### src/rtl/fetch_unit.sv
// -----------------------------------------------------------------------------
// fetch_unit
//
// Instruction fetch front end. Owns the PC, issues sequential word reads to a
// fixed-latency instruction memory, buffers the returned words in a small skid
// FIFO and offers them to the instruction queue over valid/ready. A redirect
// restarts fetch at a new PC and discards every in-flight and buffered word.
//
// Ports:
//   clk_in              system clock
//   rst_n_in            asynchronous active-low reset
//   imem_req_out        instruction memory read enable
//   imem_addr_out       word-aligned byte address of the read
//   imem_data_in        read data, MEM_LATENCY cycles after the request
//   iq_ready_in         instruction queue can accept
//   iq_valid_out        instruction word offered to the queue
//   iq_instruction_out  offered instruction word (FIFO head)
//   iq_pc_out           PC of the offered instruction word
//   redirect_in         one-cycle flush/restart pulse
//   redirect_pc_in      restart PC, bits [1:0] ignored
//   pc_out              next PC to be requested
// -----------------------------------------------------------------------------
module fetch_unit #(
  parameter logic [31:0] RESET_PC    = 32'h0000_0000,
  parameter int          MEM_LATENCY = 2,
  parameter int          BUF_DEPTH   = 4
) (
  input  logic        clk_in,
  input  logic        rst_n_in,
  output logic        imem_req_out,
  output logic [31:0] imem_addr_out,
  input  logic [31:0] imem_data_in,
  input  logic        iq_ready_in,
  output logic        iq_valid_out,
  output logic [31:0] iq_instruction_out,
  output logic [31:0] iq_pc_out,
  input  logic        redirect_in,
  input  logic [31:0] redirect_pc_in,
  output logic [31:0] pc_out
);

  localparam int CNT_W = $clog2(BUF_DEPTH + 1);
  localparam int IFL_W = $clog2(MEM_LATENCY + 1);
  localparam int SUM_W = ((CNT_W > IFL_W) ? CNT_W : IFL_W) + 1;
  localparam int PTR_W = (BUF_DEPTH > 1) ? $clog2(BUF_DEPTH) : 1;
  localparam logic [PTR_W-1:0] PTR_LAST = PTR_W'(BUF_DEPTH - 1);
  localparam logic [CNT_W-1:0] CNT_FULL = CNT_W'(BUF_DEPTH);

  // ---------------------------------------------------------------------------
  // State
  // ---------------------------------------------------------------------------
  logic             run_reg;       // low until the first edge after reset release
  logic [31:0]      pc_reg;
  logic             epoch_reg;

  // Request tracking pipe, slot 0 is the newest request.
  logic             slot_valid_reg [MEM_LATENCY];
  logic             slot_epoch_reg [MEM_LATENCY];
  logic             slot_stale_reg [MEM_LATENCY];
  logic [31:0]      slot_pc_reg    [MEM_LATENCY];
  logic [IFL_W-1:0] inflight_reg;

  // Skid FIFO
  logic [31:0]      fifo_instr_mem [BUF_DEPTH];
  logic [31:0]      fifo_pc_mem    [BUF_DEPTH];
  logic [PTR_W-1:0] rd_ptr_reg;
  logic [PTR_W-1:0] wr_ptr_reg;
  logic [CNT_W-1:0] count_reg;

  // ---------------------------------------------------------------------------
  // Combinational control
  // ---------------------------------------------------------------------------
  logic [SUM_W-1:0] credit_sum;
  logic             credit_ok;
  logic             exit_valid;
  logic             exit_current;
  logic             push_en;
  logic             pop_en;
  logic             fifo_nonempty;
  logic [31:0]      redirect_pc_aligned;

  // Credits count every outstanding pipe slot (stale ones included) plus every
  // buffered word, so a response always has a FIFO entry waiting for it.
  assign credit_sum   = SUM_W'(inflight_reg) + SUM_W'(count_reg);
  assign credit_ok    = credit_sum < SUM_W'(BUF_DEPTH);
  assign imem_req_out = run_reg && !redirect_in && credit_ok;
  assign imem_addr_out = pc_reg;
  assign pc_out        = pc_reg;

  assign exit_valid = slot_valid_reg[MEM_LATENCY-1];

  // The stale flag makes the epoch compare exact even if the one-bit epoch has
  // toggled back to its old value through several redirects.
  assign exit_current = !slot_stale_reg[MEM_LATENCY-1] &&
                        (slot_epoch_reg[MEM_LATENCY-1] == epoch_reg);
  assign push_en      = exit_valid && exit_current && !redirect_in;

  assign fifo_nonempty      = (count_reg != '0);
  assign iq_valid_out       = fifo_nonempty && !redirect_in;
  assign pop_en             = iq_valid_out && iq_ready_in;
  assign iq_instruction_out = fifo_nonempty ? fifo_instr_mem[rd_ptr_reg] : 32'h0;
  assign iq_pc_out          = fifo_nonempty ? fifo_pc_mem[rd_ptr_reg]    : 32'h0;

  assign redirect_pc_aligned = redirect_pc_in & 32'hFFFF_FFFC;

  // ---------------------------------------------------------------------------
  // PC, epoch and start-up
  // ---------------------------------------------------------------------------
  always_ff @(posedge clk_in or negedge rst_n_in) begin
    if (!rst_n_in) begin
      run_reg   <= 1'b0;
      pc_reg    <= RESET_PC;
      epoch_reg <= 1'b0;
    end else begin
      run_reg <= 1'b1;
      if (redirect_in) begin
        pc_reg    <= redirect_pc_aligned;
        epoch_reg <= ~epoch_reg;
      end else if (imem_req_out) begin
        pc_reg <= pc_reg + 32'd4;
      end
    end
  end

  // ---------------------------------------------------------------------------
  // Request tracking pipe
  // ---------------------------------------------------------------------------
  always_ff @(posedge clk_in or negedge rst_n_in) begin
    if (!rst_n_in) begin
      for (int i = 0; i < MEM_LATENCY; i++) begin
        slot_valid_reg[i] <= 1'b0;
        slot_epoch_reg[i] <= 1'b0;
        slot_stale_reg[i] <= 1'b0;
        slot_pc_reg[i]    <= 32'h0;
      end
    end else begin
      // No request is issued in a redirect cycle, so the new slot is never stale.
      slot_valid_reg[0] <= imem_req_out;
      slot_epoch_reg[0] <= epoch_reg;
      slot_stale_reg[0] <= 1'b0;
      slot_pc_reg[0]    <= pc_reg;
      for (int i = 1; i < MEM_LATENCY; i++) begin
        slot_valid_reg[i] <= slot_valid_reg[i-1];
        slot_epoch_reg[i] <= slot_epoch_reg[i-1];
        slot_stale_reg[i] <= slot_stale_reg[i-1] | redirect_in;
        slot_pc_reg[i]    <= slot_pc_reg[i-1];
      end
    end
  end

  // Stale slots keep their credit until they leave the pipe.
  always_ff @(posedge clk_in or negedge rst_n_in) begin
    if (!rst_n_in) begin
      inflight_reg <= '0;
    end else begin
      inflight_reg <= inflight_reg + IFL_W'(imem_req_out) - IFL_W'(exit_valid);
    end
  end

  // ---------------------------------------------------------------------------
  // Skid FIFO
  // ---------------------------------------------------------------------------
  always_ff @(posedge clk_in) begin
    if (push_en) begin
      fifo_instr_mem[wr_ptr_reg] <= imem_data_in;
      fifo_pc_mem[wr_ptr_reg]    <= slot_pc_reg[MEM_LATENCY-1];
    end
  end

  always_ff @(posedge clk_in or negedge rst_n_in) begin
    if (!rst_n_in) begin
      rd_ptr_reg <= '0;
      wr_ptr_reg <= '0;
      count_reg  <= '0;
    end else if (redirect_in) begin
      rd_ptr_reg <= '0;
      wr_ptr_reg <= '0;
      count_reg  <= '0;
    end else begin
      if (push_en) begin
        wr_ptr_reg <= (wr_ptr_reg == PTR_LAST) ? '0 : wr_ptr_reg + 1'b1;
      end
      if (pop_en) begin
        rd_ptr_reg <= (rd_ptr_reg == PTR_LAST) ? '0 : rd_ptr_reg + 1'b1;
      end
      count_reg <= count_reg + CNT_W'(push_en) - CNT_W'(pop_en);
    end
  end

  // The credit rule must never allow a push into a full FIFO.
  assert property (@(posedge clk_in) disable iff (!rst_n_in)
                   !(push_en && !pop_en && (count_reg == CNT_FULL)));

endmodule

### config.mk
export PLATFORM = sky130hd
export DESIGN_NAME = fetch_unit
export DESIGN_NICKNAME = d
export VERILOG_FILES = /design/src/rtl/fetch_unit.sv
export SDC_FILE = /design/constraint.sdc
export NUM_CORES = 1
export LEC_CHECK = 0
export CAP_MARGIN = 20
export CORE_UTILIZATION = 30
export DETAILED_ROUTE_END_ITERATION = 7
export PLACE_DENSITY_LB_ADDON = 0.25
export SLEW_MARGIN = 20
export SYNTH_ARGS = -nofsm -noshare
export SYNTH_HDL_FRONTEND = slang
export SYNTH_SLANG_ARGS = --single-unit
### constraint.sdc
create_clock -name clk_in -period 6.4 [get_ports clk_in]
set_input_delay 0.64 -clock clk_in [delete_from_list [all_inputs] [get_ports clk_in]]
set_output_delay 0.64 -clock clk_in [all_outputs]
set_load 0.02 [all_outputs]
==> results of run 1 <==
report_power, final:
group	switching (mW)	leakage, nW	internal (mW)
logic	0.818	1.74	0.763
registers	0.209	3.53	2.63
clock network	0.881	0.604	1.28
Yosys cell counts (2+ instances only):
cell and number:
a21oi_1 6, a22oi_1 2, a21o_1 3, xnor2_1 4
o211ai_1 10, nor2b_1 68, mux4_2 62, xor2_1 2
a31oi_1 2, nand2b_1 3, nand3b_1 5, a221o_1 6
nand4_1 12, mux2i_1 5, and3_1 3, o21ai_0 11
and2_1 5, o311ai_1 7, inv_1 10, nand3_1 20
o21ai_1 5, edfxtp_1 248, dfrtp_1 106, buf_2 9
ha_1 11, or3_1 5, nor3_1 7, o311ai_0 2
clkbuf_1 22, a41oi_1 2, nor2_1 20, buf_4 37
nor4_1 3, nand2_1 38, conb_1 2
stage by stage:
step | setup WS (ps) | hold slack [ps]
floorplan | 3460 | 331
global placement | 2660 | 332
detailed placement | 2670 | 335
CTS | 2330 | 26.3
global route | 2240 | 53.5
finish | 2480 | 35.4
cell families after synthesis:
family	Yosys count
buffers and inverters	80
and+or+nand+nor	192
muxes	67
adders and majority gates	12
DFF	354
other	2
xor gates and xnor gates	6
AOI/OAI and AO/OA	58
routing by layer:
metal | up-vias | track usage | part of all wire
met2 | 200 | 0.215 | 0.48
li1 | 3276 | - | -
met5 | - | 0 | 0
met4 | 0 | 0.0518 | 0.027
met3 | 56 | 0.0293 | 0.052
met1 | 3663 | 0.179 | 0.44
final timing paths:
kind / startpoint / endpoint / slack, ps / depth (start not counted)
worst max-delay path: rd_ptr_reg[0]$_DFFE_PN0P_ / iq_instruction_out[25] / 2480 / 4
worst min-delay path: rst_n_in / slot_pc_reg[58]$_DFF_PN0_ / 40 / 1
worst max register to register: count_reg[1]$_DFF_PN0_ / imem_addr_out[14]$_DFFE_PN0P_ / 3360 / 6
worst min register to register: slot_pc_reg[56]$_DFF_PN0_ / slot_pc_reg[24]$_DFF_PN0_ / 350 / 0
max in group asynchronous: rst_n_in / slot_pc_reg[40]$_DFF_PN0_ / 5360 / 3
min in group clk_in: slot_pc_reg[56]$_DFF_PN0_ / slot_pc_reg[24]$_DFF_PN0_ / 350 / 0
critical path, delay by kind of cell (launching register included):
family                 cells  cell delay [ps]
DFF                        1             1010
buffers and inverters      2             1010
muxes                      1              530
and+or+nand+nor            1              140
layout make-up:
class	count	area share
Clock buffer	51	0.0610
Inverter	11	0.00246
Timing Repair Buffer	201	0.116
Tap cell	592	0.0429
Sequential cell	354	0.586
Multi-Input combinational cell	342	0.182
Clock inverter	20	0.0107
==> results_dict.tcl, run 1 <==
set metrics [dict create \
    status "complete, no violations" \
    synth.avg_cell_area_um2 17.7 \
    ys_types 43 \
    post_cts_buffers 0 \
    grt_max_degree 76 \
    synth-compound-area-share 0.0299 \
    antenna_found_initial 1 \
    grt-ovfl-total 0 \
    synth_top_area_cell "edfxtp_1" \
    synth_edf_count 248 \
    power_density_mw_per_mm2 381 \
    yosys-top-cells-area "edfxtp_1 54%, dfrtp_1 19%, mux4_2 10%" \
    p_total_mw 6.58 \
    start_kind "register" \
    grt_setup_unrepaired "no" \
    ant_nets 0 \
    cp_max_fo 41 \
    gp_congestion 0.738 \
    cp-end-kind "output pin" \
    rows 77 \
    seq_area_frac_synth 0.739 \
    ys_warn_count 0 \
    cp_cell_sequence "buf_4 -> mux4_2 -> nor2b_1 -> clkdlybuf4s50_1" \
    regArea_mm2 0.0101 \
    drtIter0Drc 333 \
    largest_reg_flops 128 \
    fin_crit_sh 0.613 \
    synthCells 771 \
    placed_area_mm2 0.0160 \
    cts_root_buffer "clkbuf_16" \
    synth-async-reset-ratio 0.299 \
    path_clk_slew_ps 60 \
    synth_top_family_by_area "multiplexers" \
    hold_buffers 0 \
    synth_ff_type "edfxtp_1" \
    finalSetupViolations 0 \
    ys_seq_elements 354 \
    n_antenna_cell 0 \
    cpMaxStageDelayCell "dfrtp_4" \
    synthXorXnorAreaFrac 0.00385 \
    cts.sinks 354 \
    final_hold_viol_count 0 \
    synth_fa_ha_area_frac 0.0115 \
    peakVddDrop_mv 0.197 \
    max_slew_margin 0.308 \
    synthesis.area_mm2 0.0137 \
    synth-simple-area-share 0.0756 \
    grt_pass1_wl_mm 47.1 \
    dr.pass1.iters 4 \
    holdCritPathClass "primary input to asynchronous set/reset pin" \
    cp.required_ps 5760 \
    wl_per_cell_um 19.3 \
    max_stage_delay_ps 1010 \
    io_pins 198 \
    layout-area-overhead-vs-synth_pct 26.3 \
    drive_above_1_share 0.143 \
    final_common_cell "edfxtp_1" \
    die_w_um 215 \
    final.setup.tns_ps 0 \
    worst_slew_pin_slew_ps 1040 \
    floorplan.initialDensity 0.306 \
    dp_hpwl_mm 17.5 \
    fmax_ghz 0.255 \
    fin_skew_ps 24.3 \
    fin_area_mm2 0.0173 \
    ctsLongestPathBuffers 3 \
    multi_input_area_mm2 0.00314 \
    grt_pass1_vias 7713 \
    synth_mux_area_frac 0.106 \
    die_y_um 215 \
    post-place-cells 1499 \
    routed_wl_mm 30.3 \
    p_leak_nw 5.87 \
    cts_resized 0 \
    numPortBuffers 189 \
    drv_slew 0 \
    cts_made_buffers 39 \
    coreArea_mm2 0.0446 \
    vias 7195 \
    cp.arrival_ps 3280 \
    drc 0 \
    fill_cells 4095 \
    finalCriticalPeriod_ps 3920 \
    most-common-layout-cells "248 x edfxtp_1, 187 x clkdlybuf4s50_1, 104 x dfrtp_1, 68 x nor2b_1, 62 x mux4_2" \
    final_util 0.387 \
    maxCapViolCount 0 \
    cts_tree "yes" \
    nets 1029 \
    viasPerCell 4.58 \
    worstSetupPathType "register to output pin" \
    cts.htree.levels 2 \
    global_route.usage.total 0.135 \
    synth_top_area_frac 0.545 \
    clkLatencyLatePin_ps 540 \
    stdcell_count 1571 \
    die-area_mm2 0.0464 \
]
No activity file was read; power rests on OpenSTA's default activity.
==> inputs of run 2 (changes only) <==
clock period = 3.8 ns   (was 6.4 ns; I/O delays follow)
==> run 2 against run 1 <==
Effect of this change:
- final area increased by 1.5%
- largest power group unchanged
- utilization increased by 0.57 points
- highest routed layer unchanged
- critical path type unchanged
- sequential share of layout area decreased by 0.85 points
- largest cell class unchanged
- final cell count increased by 0.89%
==> results_dict.tcl, run 2 (synthesis gave the netlist of run 1 again) <==
set metrics [dict create \
    start_kind "register" \
    dp_hpwl_mm 18.8 \
    final_common_cell "edfxtp_1" \
    antenna_found_initial 1 \
    cp_max_fo 21 \
    cts.htree.levels 2 \
    status "complete, no violations" \
    floorplan.initialDensity 0.306 \
    finalSetupViolations 0 \
    grt-ovfl-total 0 \
    cp-end-kind "output pin" \
    drc 0 \
    die_y_um 215 \
    cts_resized 0 \
    n_antenna_cell 0 \
    rows 77 \
    fin_skew_ps 24.4 \
    met3_usage 0.0296 \
    fin_crit_sh 0.906 \
    cp.required_ps 3420 \
    p_leak_nw 6.00 \
    maxCapViolCount 0 \
    power_density_mw_per_mm2 655 \
    grt_pass1_vias 7636 \
    drtIter0Drc 485 \
    cts_tree "yes" \
    die-area_mm2 0.0464 \
    post-place-cells 1511 \
    final.setup.tns_ps 0 \
    grt.met1_usage 0.183 \
    worstRegToRegCells 6 \
    fmax_ghz 0.291 \
    hold_depth 3 \
    grt_pass1_wl_mm 47.1 \
    whs_ps 319 \
    cp.arrival_ps 3060 \
    nets 1042 \
    worst_slew_pin_slew_ps 903 \
    drv_slew 0 \
    worstSetupPathType "register to output pin" \
    stdcell_count 1585 \
    grt_setup_unrepaired "no" \
    path_clk_slew_ps 60 \
    cts.sinks 354 \
    most-common-layout-cells "248 x edfxtp_1, 187 x clkdlybuf4s50_1, 104 x dfrtp_1, 68 x nor2b_1, 62 x mux4_2" \
    drive_above_1_share 0.161 \
    viasPerCell 4.59 \
    vias 7272 \
    met2_usage 0.210 \
    gp_congestion 0.733 \
    layout-area-overhead-vs-synth_pct 28.2 \
    final_hold_viol_count 0 \
    holdCritPathClass "primary input to register" \
    finalCriticalPeriod_ps 3440 \
    dr.pass1.iters 5 \
    cts_made_buffers 40 \
    global_route.usage.total 0.134 \
    die_w_um 215 \
    p_total_mw 11.5 \
    clkLatencyLatePin_ps 550 \
    max_slew_margin 0.398 \
    cts_root_buffer "clkbuf_16" \
    grt_max_degree 69 \
    ant_nets 0 \
    routed_wl_mm 30.6 \
    largest_reg_flops 128 \
    busiest_layer "met2" \
    coreArea_mm2 0.0446 \
    peakVddDrop_mv 0.311 \
    ctsLongestPathBuffers 3 \
    wl_per_cell_um 19.3 \
    numPortBuffers 189 \
    io_pins 198 \
]
## run 2: what timing repair did
action	CTS	global route
endpoints found under the hold margin	44	0
hold buffers	1	0
buffers inserted	0	0
## run 2: where the power goes
group          switching [mW]  internal [mW]  total [mW]
Clock                    1.55           2.46        4.01
Sequential              0.313           4.43        4.74
Combinational            1.40           1.31        2.71
Total                    3.27           8.20        11.5
## run 2: final cells by class
type                    instances  area (µm²)
inverters                      11        42.5
well taps                     592         741
clock buffers                  50        1090
fillers                      4093       27100
flip-flops and latches        354       10100
clock inverters                23         289
repair buffers                213        2100
multi-input cells             342        3140
## run 2: routing by layer
| metal | vias up | wire, µm |
|---|---|---|
| met2 | 219 | 14300 |
| met5 | - | 0 |
| met1 | 3711 | 13900 |
| met3 | 48 | 1680 |
| met4 | 0 | 701 |
| li1 | 3294 | - |
## run 2: path summary, 6_finish.rpt
check                                               start                      endpoint  slack [ps]
worst max-delay path               count_reg[1]$_DFF_PN0_                  imem_req_out         360
worst min-delay path                          redirect_in        count_reg[1]$_DFF_PN0_         320
worst max register to register     count_reg[1]$_DFF_PN0_  imem_addr_out[5]$_DFFE_PN0P_         880
worst min register to register  slot_pc_reg[40]$_DFF_PN0_      slot_pc_reg[8]$_DFF_PN0_         350
max in group asynchronous                        rst_n_in      slot_pc_reg[8]$_DFF_PN0_        2470
min in group asynchronous                        rst_n_in     slot_pc_reg[58]$_DFF_PN0_         510
## run 2: through the flow
| step | instance area, µm² | utilization | setup WS [ps] |
|---|---|---|---|
| floorplan | 13700 | - | 999 |
| global placement | 16100 | 0.362 | 935 |
| detailed placement | 16100 | 0.362 | 906 |
| CTS | 17500 | 0.393 | 322 |
| global route | 17500 | 0.393 | 234 |
| finish | 17500 | 0.393 | 358 |
## run 2: worst max-delay path, stage by stage (launching register included)
cell and delay (ps):
dfrtp_1 450, ha_1 200, or4b_1 470, a31o_2 400
clkinv_2 310, clkdlybuf4s50_1 670
==> inputs of run 3 (changes only) <==
CORE_UTILIZATION = 50   (was 30)
==> run 3 against run 2 <==
Effect of this change:
- clock skew is 8.6 ps lower
- register-to-register slack better by 60 ps
- utilization is 24 points higher
- highest routed layer unchanged
- clock power is 11% lower
- non-clock buffer count is 10 lower
- the run now ends with DRC left
- critical path type unchanged
- total power is 4.4% lower
- largest cell class unchanged
==> results_dict.tcl, run 3 (synthesis gave the netlist of run 1 again) <==
set metrics [dict create \
    status "complete, but fails checks" \
    violations "DRC" \
    dr.pass1.iters 7 \
    cts_resized 0 \
    cp_cell_sequence "ha_1 -> or4b_1 -> a31o_2 -> clkinv_2 -> clkdlybuf4s50_1" \
    cts.htree.levels 2 \
    final_util 0.631 \
    grt_pass1_wl_mm 42.0 \
    max_stage_delay_ps 650 \
    fin_crit_sh 0.876 \
    dp_hpwl_mm 15.6 \
    cts_tree "yes" \
    power_density_mw_per_mm2 647 \
    fmax_ghz 0.300 \
    cts.sinks 354 \
    grt_setup_unrepaired "no" \
    max_slew_margin 0.348 \
    post-place-cells 1250 \
    clkLatencyLatePin_ps 520 \
    fill_cells 1978 \
    dp_slack_ps 774 \
    p_leak_nw 5.86 \
    cp_max_fo 21 \
    worstSetupPathType "register to output pin" \
    viasPerCell 5.50 \
    cp.arrival_ps 2950 \
    layout-area-overhead-vs-synth_pct 24.1 \
    rows 60 \
    routed_wl_mm 26.6 \
    regArea_mm2 0.0101 \
    maxCapViolCount 0 \
    start_kind "register" \
    finalCriticalPeriod_ps 3330 \
    numPortBuffers 189 \
    ant_nets 0 \
    final_common_cell "edfxtp_1" \
    setup_ws_ps 470 \
    drc 4 \
    peakVddDrop_mv 0.355 \
    vias 7249 \
    cp-end-kind "output pin" \
    worst_slew_pin_slew_ps 978 \
    cpMaxStageDelayCell "clkdlybuf4s50_1" \
    die-area_mm2 0.0280 \
    cp.required_ps 3420 \
    multi_input_area_mm2 0.00314 \
    fin_skew_ps 15.8 \
    drv_slew 0 \
    path_clk_slew_ps 60 \
    largest_reg_flops 128 \
    finalSetupViolations 0 \
    drive_above_1_share 0.144 \
    coreArea_mm2 0.0269 \
    global_route.usage.total 0.195 \
    grt_pass1_vias 7452 \
    grt-ovfl-total 0 \
    drtIter0Drc 525 \
    most-common-layout-cells "248 x edfxtp_1, 188 x clkdlybuf4s50_1, 104 x dfrtp_1, 68 x nor2b_1, 62 x mux4_2" \
    wl_per_cell_um 20.2 \
    gp_congestion 0.818 \
    holdCritPathClass "register to register" \
    post_cts_buffers 0 \
    io_pins 198 \
    die_w_um 167 \
    floorplan.initialDensity 0.508 \
    cts_root_buffer "clkbuf_16" \
    cts_made_buffers 37 \
    nets 1029 \
    final_hold_viol_count 0 \
    hold_buffers 0 \
    antenna_found_initial 1 \
    ctsLongestPathBuffers 3 \
    grt_max_degree 79 \
    die_y_um 167 \
    stdcell_count 1319 \
    final.setup.tns_ps 0 \
]
run 3: metrics by stage:
stage | area, µm² | power (mW) | hold WS, ps
floorplan | 13700 | 6.29 | 84.4
global placement | 15700 | 7.50 | 332
detailed placement | 15700 | 7.53 | 335
CTS | 16900 | 11.1 | 61.5
global route | 17000 | 11.4 | 352
finish | 17000 | 11.0 | 345
run 3: final timing paths:
| path | start | to | slack, ps | cells after the start |
|---|---|---|---|---|
| min in group asynchronous | rst_n_in | imem_addr_out[9]$_DFFE_PN0P_ | 460 | 2 |
| setup / recovery | count_reg[1]$_DFF_PN0_ | imem_req_out | 470 | 5 |
| setup reg to reg | count_reg[1]$_DFF_PN0_ | imem_addr_out[26]$_DFFE_PN0P_ | 940 | 8 |
| hold / removal | slot_pc_reg[38]$_DFF_PN0_ | slot_pc_reg[6]$_DFF_PN0_ | 350 | 0 |
| max in group asynchronous | rst_n_in | slot_pc_reg[5]$_DFF_PN0_ | 2660 | 3 |
| hold reg to reg | slot_pc_reg[38]$_DFF_PN0_ | slot_pc_reg[6]$_DFF_PN0_ | 350 | 0 |
run 3: per-layer routing:
layer  vias up  wire [µm]  GRT usage
met4         0        394     0.0523
met2       261      12700      0.313
met5         -          0          0
li1       3264          -          -
met3        30       1840     0.0421
met1      3694      11700      0.273
run 3: area by class of cell:
| cell class | instances | area share |
|---|---|---|
| Clock inverter | 20 | 0.0136 |
| Tap cell | 341 | 0.0252 |
| Timing Repair Buffer | 203 | 0.119 |
| Sequential cell | 354 | 0.596 |
| Inverter | 11 | 0.00251 |
| Multi-Input combinational cell | 342 | 0.185 |
| Clock buffer | 47 | 0.0580 |
| Antenna cell | 1 | 0.000148 |
run 3: critical path: cells and delay by family (launching register included):
kind,cells,cell delay [ps]
buf+inv,2,900
simple gates,1,480
flops,1,440
compound gates,1,390
fa+ha+maj,1,210
run 3: report_power, final:
group	switching, mW	total [mW]	internal [mW]
combinational	1.41	2.71	1.31
clock	1.43	3.55	2.12
sequential	0.275	4.71	4.43
